## config.mk

```make
export PLATFORM = sky130hd
export DESIGN_NAME = encoder_menu_ctrl
export DESIGN_NICKNAME = d
export VERILOG_FILES = /design/src/rtl/encoder_menu_ctrl.sv
export SDC_FILE = /design/constraint.sdc
export NUM_CORES = 1
export LEC_CHECK = 0
export ABC_CLOCK_PERIOD_IN_PS = 6140
export CORE_ASPECT_RATIO = 0.8
export CORE_MARGIN = 8
export CORE_UTILIZATION = 30
export CTS_CLUSTER_SIZE = 14
export DETAILED_ROUTE_END_ITERATION = 7
export SLEW_MARGIN = 20
export SYNTH_ARGS = -nofsm -noshare
export SYNTH_HDL_FRONTEND = slang
export SYNTH_SLANG_ARGS = --single-unit
```

## constraint.sdc

```tcl
create_clock -name clk -period 6.14 [get_ports clk]
set_input_delay 0.614 -clock clk [delete_from_list [all_inputs] [get_ports clk]]
set_output_delay 0.614 -clock clk [all_outputs]
set_load 0.01 [all_outputs]
```

## src/rtl/encoder_menu_ctrl.sv

```systemverilog
// Rotary-encoder menu controller: browse a bank of parameter registers, edit a
// shadow copy, and commit it downstream through a valid/ready write port.
module encoder_menu_ctrl #(
    parameter int NREG        = 4,
    parameter int VW          = 4,
    parameter int VMAX        = 15,
    parameter int WRAP        = 0,
    parameter int TIMEOUT_CYC = 27000000,
    localparam int SW         = $clog2(NREG)
) (
    input  logic               clk,
    input  logic               rstn,
    input  logic               step_up,
    input  logic               step_dn,
    input  logic               btn_press,
    output logic [SW-1:0]      sel,
    output logic               editing,
    output logic [VW-1:0]      edit_val,
    output logic               wr_valid,
    output logic [SW-1:0]      wr_addr,
    output logic [VW-1:0]      wr_data,
    input  logic               wr_ready,
    output logic [NREG*VW-1:0] cfg_flat
);

    localparam int TW = (TIMEOUT_CYC > 2) ? $clog2(TIMEOUT_CYC) : 1;
    localparam logic [TW-1:0] T_LAST   = TW'(TIMEOUT_CYC - 1);
    localparam logic [VW-1:0] V_MAX    = VW'(VMAX);
    localparam logic [SW-1:0] SEL_LAST = SW'(NREG - 1);

    typedef enum logic [1:0] {
        BROWSE = 2'd0,
        EDIT   = 2'd1,
        COMMIT = 2'd2
    } state_t;

    state_t          state_q, state_d;
    logic [SW-1:0]   sel_d, sel_step;
    logic            editing_d;
    logic [VW-1:0]   shadow_q, shadow_d;
    logic [TW-1:0]   cnt_q, cnt_d;
    logic            wr_valid_d;
    logic [SW-1:0]   wr_addr_d;
    logic [VW-1:0]   wr_data_d;
    logic [VW-1:0]   cfg_q [NREG];
    logic [VW-1:0]   cfg_d [NREG];
    logic            up_only, dn_only;

    // Opposing pulses in the same cycle cancel out entirely.
    assign up_only = step_up & ~step_dn;
    assign dn_only = step_dn & ~step_up;

    always_comb begin
        state_d    = state_q;
        sel_d      = sel;
        shadow_d   = shadow_q;
        cnt_d      = cnt_q;
        wr_valid_d = wr_valid;
        wr_addr_d  = wr_addr;
        wr_data_d  = wr_data;
        for (int i = 0; i < NREG; i++) cfg_d[i] = cfg_q[i];

        sel_step = sel;
        if (up_only)      sel_step = (sel == SEL_LAST) ? '0 : sel + 1'b1;
        else if (dn_only) sel_step = (sel == '0) ? SEL_LAST : sel - 1'b1;

        case (state_q)
            BROWSE: begin
                sel_d = sel_step;
                if (btn_press) begin
                    shadow_d = cfg_q[sel_step];
                    cnt_d    = '0;
                    state_d  = EDIT;
                end
            end
            EDIT: begin
                if (btn_press) begin
                    wr_addr_d  = sel;
                    wr_data_d  = shadow_q;
                    wr_valid_d = 1'b1;
                    cnt_d      = '0;
                    state_d    = COMMIT;
                end else if (up_only) begin
                    cnt_d = '0;
                    if (shadow_q == V_MAX) shadow_d = (WRAP != 0) ? '0 : V_MAX;
                    else                   shadow_d = shadow_q + 1'b1;
                end else if (dn_only) begin
                    cnt_d = '0;
                    if (shadow_q == '0) shadow_d = (WRAP != 0) ? V_MAX : '0;
                    else                shadow_d = shadow_q - 1'b1;
                end else if (cnt_q == T_LAST) begin
                    cnt_d   = '0;
                    state_d = BROWSE;
                end else begin
                    cnt_d = cnt_q + 1'b1;
                end
            end
            COMMIT: begin
                if (wr_ready) begin
                    cfg_d[wr_addr] = wr_data;
                    wr_valid_d     = 1'b0;
                    state_d        = BROWSE;
                end
            end
            default: state_d = BROWSE;
        endcase

        editing_d = (state_d == EDIT);
    end

    always_ff @(posedge clk or negedge rstn) begin
        if (!rstn) begin
            state_q  <= BROWSE;
            sel      <= '0;
            editing  <= 1'b0;
            shadow_q <= '0;
            cnt_q    <= '0;
            wr_valid <= 1'b0;
            wr_addr  <= '0;
            wr_data  <= '0;
            for (int i = 0; i < NREG; i++) cfg_q[i] <= '0;
        end else begin
            state_q  <= state_d;
            sel      <= sel_d;
            editing  <= editing_d;
            shadow_q <= shadow_d;
            cnt_q    <= cnt_d;
            wr_valid <= wr_valid_d;
            wr_addr  <= wr_addr_d;
            wr_data  <= wr_data_d;
            for (int i = 0; i < NREG; i++) cfg_q[i] <= cfg_d[i];
        end
    end

    assign edit_val = (state_q == BROWSE) ? cfg_q[sel] : shadow_q;

    always_comb begin
        cfg_flat = '0;
        for (int i = 0; i < NREG; i++) cfg_flat[i*VW +: VW] = cfg_q[i];
    end

endmodule

```

==> impl_metrics.csv, run 1 <==
group,metric,value,unit
setup_path,cp.required,5.53,ns
pwr,static-leakage-power,1.70,nW
timing,layout_setup_ws,3.24,ns
job,cap_viol_max_count,0,
layout,num_antenna_cells,0,
placement,gp_congestion,0.817,
timing,rsz0062_at_grt,"no",
clock_tree,htree_levels,3,
die,fp.dieH,109,um
routing,dr.pass1.iters,4,
timing,slew_viol_final,0,
clock_tree,cts_root_buf,"clkbuf_16",
layout,final_common_cell,"dfrtp_1",
timing,tightest_slew,0.990,ns
synth,synth_edf_count,0,
setup_path,reg2regPathDepth,7,
setup_path,crit_end,"edit_val[3]",
hold_path,hold_class,"in -> async",
routing,first_iter_violations,180,
clock_tree,path_clk_slew,0.05,ns
setup_path,start_kind,"flip-flop",
setup_path,r2r_end,"shadow_q[3]$_DFFE_PN0P_",
pwr,power,1.97,mW
layout,drive_gt1_share,14.9,%
routing,route.detailed.drc,0,
synth,synth_flop_cell,"dfrtp_1",
layout,final_cell_mix,"dfrtp_1, nor2_1, clkdlybuf4s50_1, nand2_1, mux2_2",
synth,synth_area,3280,sq um
routing,wire_per_inst,16.1,um
global_route,grt_pass1_vias,2469,
global_route,grt.overflow.total,0,
synth,synth.largest_area_cell,"dfrtp_1",
setup_path,crit_start,"sel[0]$_DFFE_PN0P_",
run_status,outcome,"finished clean",
timing,setup-violations-final,0,
layout,multi_input_area,1730,sq um
setup_path,crit_path_cell_trace,"mux4_2 -> mux2_2 -> clkdlybuf4s50_1",
timing,maxSlewHeadroom,33.4,%
synth,async_flop_share,100,%
global_route,grt_start_max_net_pins,58,
layout,ff_latch_area,1430,sq um
setup_path,r2r_slack,3.37,ns
setup_path,cpMaxStageDelayCell,"dfrtp_1",
timing,final-hold-violation-count,0,
timing,finalCritPeriodShare,47.2,%
routing,vias_per_cell,5.04,
routing,routed_wl,8.14,mm
clock_tree,postCtsSetupBuffers,0,
synth,ys_types,50,
setup_path,critPathMaxFanout,11,
placement,dp_slack,3.14,ns
clock_tree,cts_resized,0,
synth,synth_area_leaders,"dfrtp_1, mux2_2, xor2_1",
routing,ant_nets,0,
placement,place_hpwl,5.69,mm
die,design.die.area,14500,sq um
setup_path,cp.arrival,2.28,ns
setup_path,rr_startpoint,"sel[0]$_DFFE_PN0P_",
setup_path,timing_worst_setup_path_type,"reg -> out",
global_route,grt_pass1_wl,13.1,mm
synth,ys_ff_latch,57,
layout,final_cell_area,4080,sq um
synth,yosys.area.top_type_share,43.5,%
timing,tns,0,ns
layout,syn_to_final_growth,24.4,%
clock_tree,cts_hold_buf,0,
die,initial_core_util,30.4,%
placement,portBuffers,35,
placement,post_dp_cell_area,3730,sq um
layout,fin_nets,370,
die,rows,34,
synth,yosys_warnings,0,
global_route,grt_antenna_before_repair,0,
clock_tree,tritoncts,"built",
routing,vias,2549,
clock_tree,clk_latency,0.32,ns
timing,max_freq,345,MHz
synth,ys_seq_area_share,43.5,%
die,fp.dieW,133,um
die,coreArea,10800,sq um
synth,synth_nets,338,
pwr,power_density,483,nW/um^2
setup_path,worstSetupEndpointType,"primary output",
clock_tree,cts.path.max_buffers,2,
timing,clock-skew-final,0.00592,ns
pwr,peakVddDrop,0.129,mV
die,io_pins,36,
synth,avgSynthCellArea,10.1,sq um
synth,syn_inst,325,
timing,fin_crit,2.90,ns
global_route,grtUsageTotal,11.2,%
layout,fillers,1026,
setup_path,slowest_delay,0.64,ns
clock_tree,numClockSinks,57,
clock_tree,cts_buffers,9,
==> per-stage QoR <==
stage	hold slack, ns	utilization (%)	std cells
6_report	0.425	37.9	506
5_1_grt	0.507	37.9	506
4_1_cts	0.464	37.9	506
3_5_place_dp	0.535	34.7	490
3_3_place_gp	0.524	34.7	490
2_1_floorplan	0.318	-	325
==> flip-flops by register name, summed over array words and instances, names as in the netlist <==
register and flops:
wr_data 4, wr_addr 2, wr_valid 1, cfg_flat 16, editing 1, shadow_q 4, sel 2, cnt_q 25
state_q 2
==> Yosys cell counts (9+ instances only) <==
master,count
dfrtp_1,57
mux2_2,24
mux2i_1,9
o21ai_0,14
nand4_1,11
nor2_1,38
nand3_1,14
a21oi_1,9
inv_1,11
nor2b_1,9
nand2_1,24
xor2_1,21
==> worst min path at each step <==
stage,startpoint,to,slack [ns],depth (start not counted)
finish,rstn,cnt_q[18]$_DFFE_PN0P_,0.42,2
detailed placement,wr_valid$_DFFE_PN0P_,wr_valid$_DFFE_PN0P_,0.54,2
CTS,rstn,cnt_q[14]$_DFFE_PN0P_,0.46,2
global route,rstn,cnt_q[18]$_DFFE_PN0P_,0.51,2
floorplan,rstn,cfg_flat[0]$_DFFE_PN0P_,0.32,0
global placement,cnt_q[24]$_DFFE_PN0P_,cnt_q[24]$_DFFE_PN0P_,0.52,2
==> report_power, final <==
group          leakage (nW)  switching [mW]  internal, mW
Clock                 0.166           0.172         0.406
Combinational         0.771           0.349         0.391
Sequential            0.760           0.178         0.469
Total                  1.70           0.700          1.27
==> worst max-delay path, delay by kind of cell, from the launching register on <==
kind	cells	cell delay, ns
mux	2	0.84
flops	1	0.64
buf+inv	1	0.48
==> layer usage <==
layer	vias up	GRT usage (%)	wire length, um
met4	0	4.85	110
met5	-	0	0
li1	1231	-	-
met2	50	16.1	3550
met3	7	2.56	348
met1	1261	15.9	4130
==> logic make-up (layout without fill, tap and decap cells) <==
| group | count (synthesis) | count (layout) | synth area share (%) |
|---|---|---|---|
| and+or+nand+nor | 126 | 126 | 19.9 |
| DFF | 57 | 57 | 43.5 |
| AOI/OAI and AO/OA | 49 | 49 | 10.3 |
| muxes | 37 | 37 | 13.8 |
| buffers and inverters | 26 | 63 | 3.67 |
| xor gates and xnor gates | 23 | 23 | 6.15 |
| adders and majority gates | 7 | 7 | 2.67 |
==> final cells by class <==
type / instances / share of cell area, %
Sequential cell: 57 / 35.0
Tap cell: 144 / 4.42
Multi-Input combinational cell: 242 / 42.4
Clock inverter: 5 / 2.52
Clock buffer: 11 / 5.96
Inverter: 11 / 1.01
Timing Repair Buffer: 36 / 8.66
Note: power is estimated with default switching activity, not from simulation.
==> run 2, diff against run 1 <==
Settings changed: ABC_CLOCK_PERIOD_IN_PS 6140 to 3000.
Clock period 6.14 ns to 3 ns, I/O delays scaled along.
==> run 2 against run 1 <==
Effect of this change: wire length is 1.8% higher; clock-buffer cell count stayed put; non-clock buffer count is 7 higher; global-route usage is 0.37 points higher; clock power is 76% higher; sequential share of layout area hardly changed; power is 97% higher; largest power group unchanged; design area is 0.12% higher; sequential cell count stayed put; sequential power is 98% higher.
==> impl_metrics.csv, run 2 (synthesized netlist as in run 1, its figures left out) <==
group,metric,value,unit
setup_path,rr_startpoint,"sel[1]$_DFFE_PN0P_",
timing,max_freq,412,MHz
timing,slew_viol_final,0,
setup_path,start_kind,"flip-flop",
die,fp.dieH,109,um
timing,clock-skew-final,0.00770,ns
routing,vias_per_cell,5.03,
clock_tree,cts_hold_buf,0,
layout,num_antenna_cells,0,
layout,syn_to_final_growth,24.6,%
global_route,grt_pass1_vias,2557,
layout,fin_util,37.9,%
setup_path,critPathMaxFanout,15,
clock_tree,cts_buffers,9,
clock_tree,tritoncts,"built",
clock_tree,clk_latency,0.32,ns
global_route,grtUsageTotal,11.6,%
setup_path,worstSetupEndpointType,"primary output",
timing,maxSlewHeadroom,37.2,%
setup_path,cp.required,2.70,ns
setup_path,reg2regPathDepth,7,
placement,portBuffers,35,
routing,routed_wl,8.29,mm
setup_path,r2r_slack,0.62,ns
routing,route.detailed.drc,0,
routing,ant_nets,0,
die,coreArea,10800,sq um
global_route,grt.overflow.total,0,
layout,drive_gt1_share,16.5,%
die,initial_core_util,30.4,%
layout,largest_register,"cnt_q",
setup_path,r2r_end,"shadow_q[3]$_DFFE_PN0P_",
timing,fin_crit,2.42,ns
layout,fin_nets,377,
routing,wire_per_inst,16.2,um
clock_tree,path_clk_slew,0.05,ns
run_status,outcome,"finished clean",
hold_path,hold_class,"in -> async",
clock_tree,numClockSinks,57,
routing,first_iter_violations,137,
global_route,grt_pass1_wl,13.7,mm
timing,tightest_slew,0.942,ns
placement,place_hpwl,5.93,mm
timing,final-hold-violation-count,0,
die,rows,34,
setup_path,timing_worst_setup_path_type,"reg -> out",
layout,largest_reg_flops,25,
global_route,grt_start_max_net_pins,43,
layout,final_cell_area,4080,sq um
pwr,static-leakage-power,1.71,nW
clock_tree,cts.path.max_buffers,2,
routing,dr.pass1.iters,4,
global_route,grt_antenna_before_repair,0,
placement,gp_congestion,0.844,
routing,vias,2581,
setup_path,cp.arrival,2.12,ns
job,cap_viol_max_count,0,
layout,final_cell_mix,"dfrtp_1, nor2_1, clkdlybuf4s50_1, nand2_1, mux2_2",
die,io_pins,36,
timing,rsz0062_at_grt,"no",
layout,final_common_cell,"dfrtp_1",
timing,setup-violations-final,0,
pwr,peakVddDrop,0.354,mV
timing,tns,0,ns
clock_tree,cts_root_buf,"clkbuf_16",
die,design.die.area,14500,sq um
clock_tree,htree_levels,3,
clock_tree,postCtsSetupBuffers,0,
pwr,power_density,949,nW/um^2
timing,finalCritPeriodShare,80.8,%
clock_tree,cts_resized,0,
die,fp.dieW,133,um
placement,post_dp_cell_area,3780,sq um
-- run 2: cell count changes in the layout (fill, tap and decap cells not counted), sizes merged --
cell / change
buf: +7
bufinv: -2
clkinv: +1
clkinvlp: +1
-- run 2: cell type report --
type | count | area [sq um]
timing repair buffer | 43 | 405
fill | 1033 | 6680
sequential | 57 | 1430
clock inverter | 5 | 55.1
multi-input combinational | 242 | 1730
inverter | 11 | 41.3
clock buffer | 11 | 243
tap | 144 | 180
-- run 2: worst max-delay path by stage --
stage | start | end | cells past startpoint
2_1_floorplan | sel[0]$_DFFE_PN0P_ | shadow_q[2]$_DFFE_PN0P_ | 9
3_3_place_gp | step_dn | shadow_q[3]$_DFFE_PN0P_ | 7
3_5_place_dp | step_dn | shadow_q[3]$_DFFE_PN0P_ | 7
4_1_cts | sel[0]$_DFFE_PN0P_ | edit_val[3] | 4
5_1_grt | sel[0]$_DFFE_PN0P_ | edit_val[3] | 4
6_report | state_q[1]$_DFF_PN0_ | edit_val[3] | 3
-- run 2: worst max-delay path, stage by stage (launching register included) --
cell and delay [ns]:
dfrtp_1 0.54, or2_2 0.46, mux2_2 0.27, clkdlybuf4s50_1 0.53
-- run 2: power by group --
group          leakage, nW  total (mW)  switching (mW)  internal [mW]
clock network        0.142        1.02           0.354          0.661
logic                0.807        1.58           0.760          0.821
registers            0.760        1.28           0.315          0.961
-- run 2: layer usage --
layer | wire length [um] | global-route usage [%]
met3 | 423 | 2.37
met1 | 4170 | 16.4
met5 | 0 | 0
met2 | 3590 | 17.2
met4 | 116 | 4.37
-- run 2: per-stage QoR --
| step | hold slack, ns | instances | worst slack, ns | power (mW) |
|---|---|---|---|---|
| 2_1_floorplan | 0.00441 | 325 | 0.700 | 2.18 |
| 3_3_place_gp | 0.500 | 497 | 0.473 | 2.84 |
| 3_5_place_dp | 0.512 | 497 | 0.453 | 2.86 |
| 4_1_cts | 0.162 | 513 | 0.571 | 3.89 |
| 5_1_grt | 0.214 | 513 | 0.508 | 4.10 |
| 6_report | 0.128 | 513 | 0.575 | 3.87 |
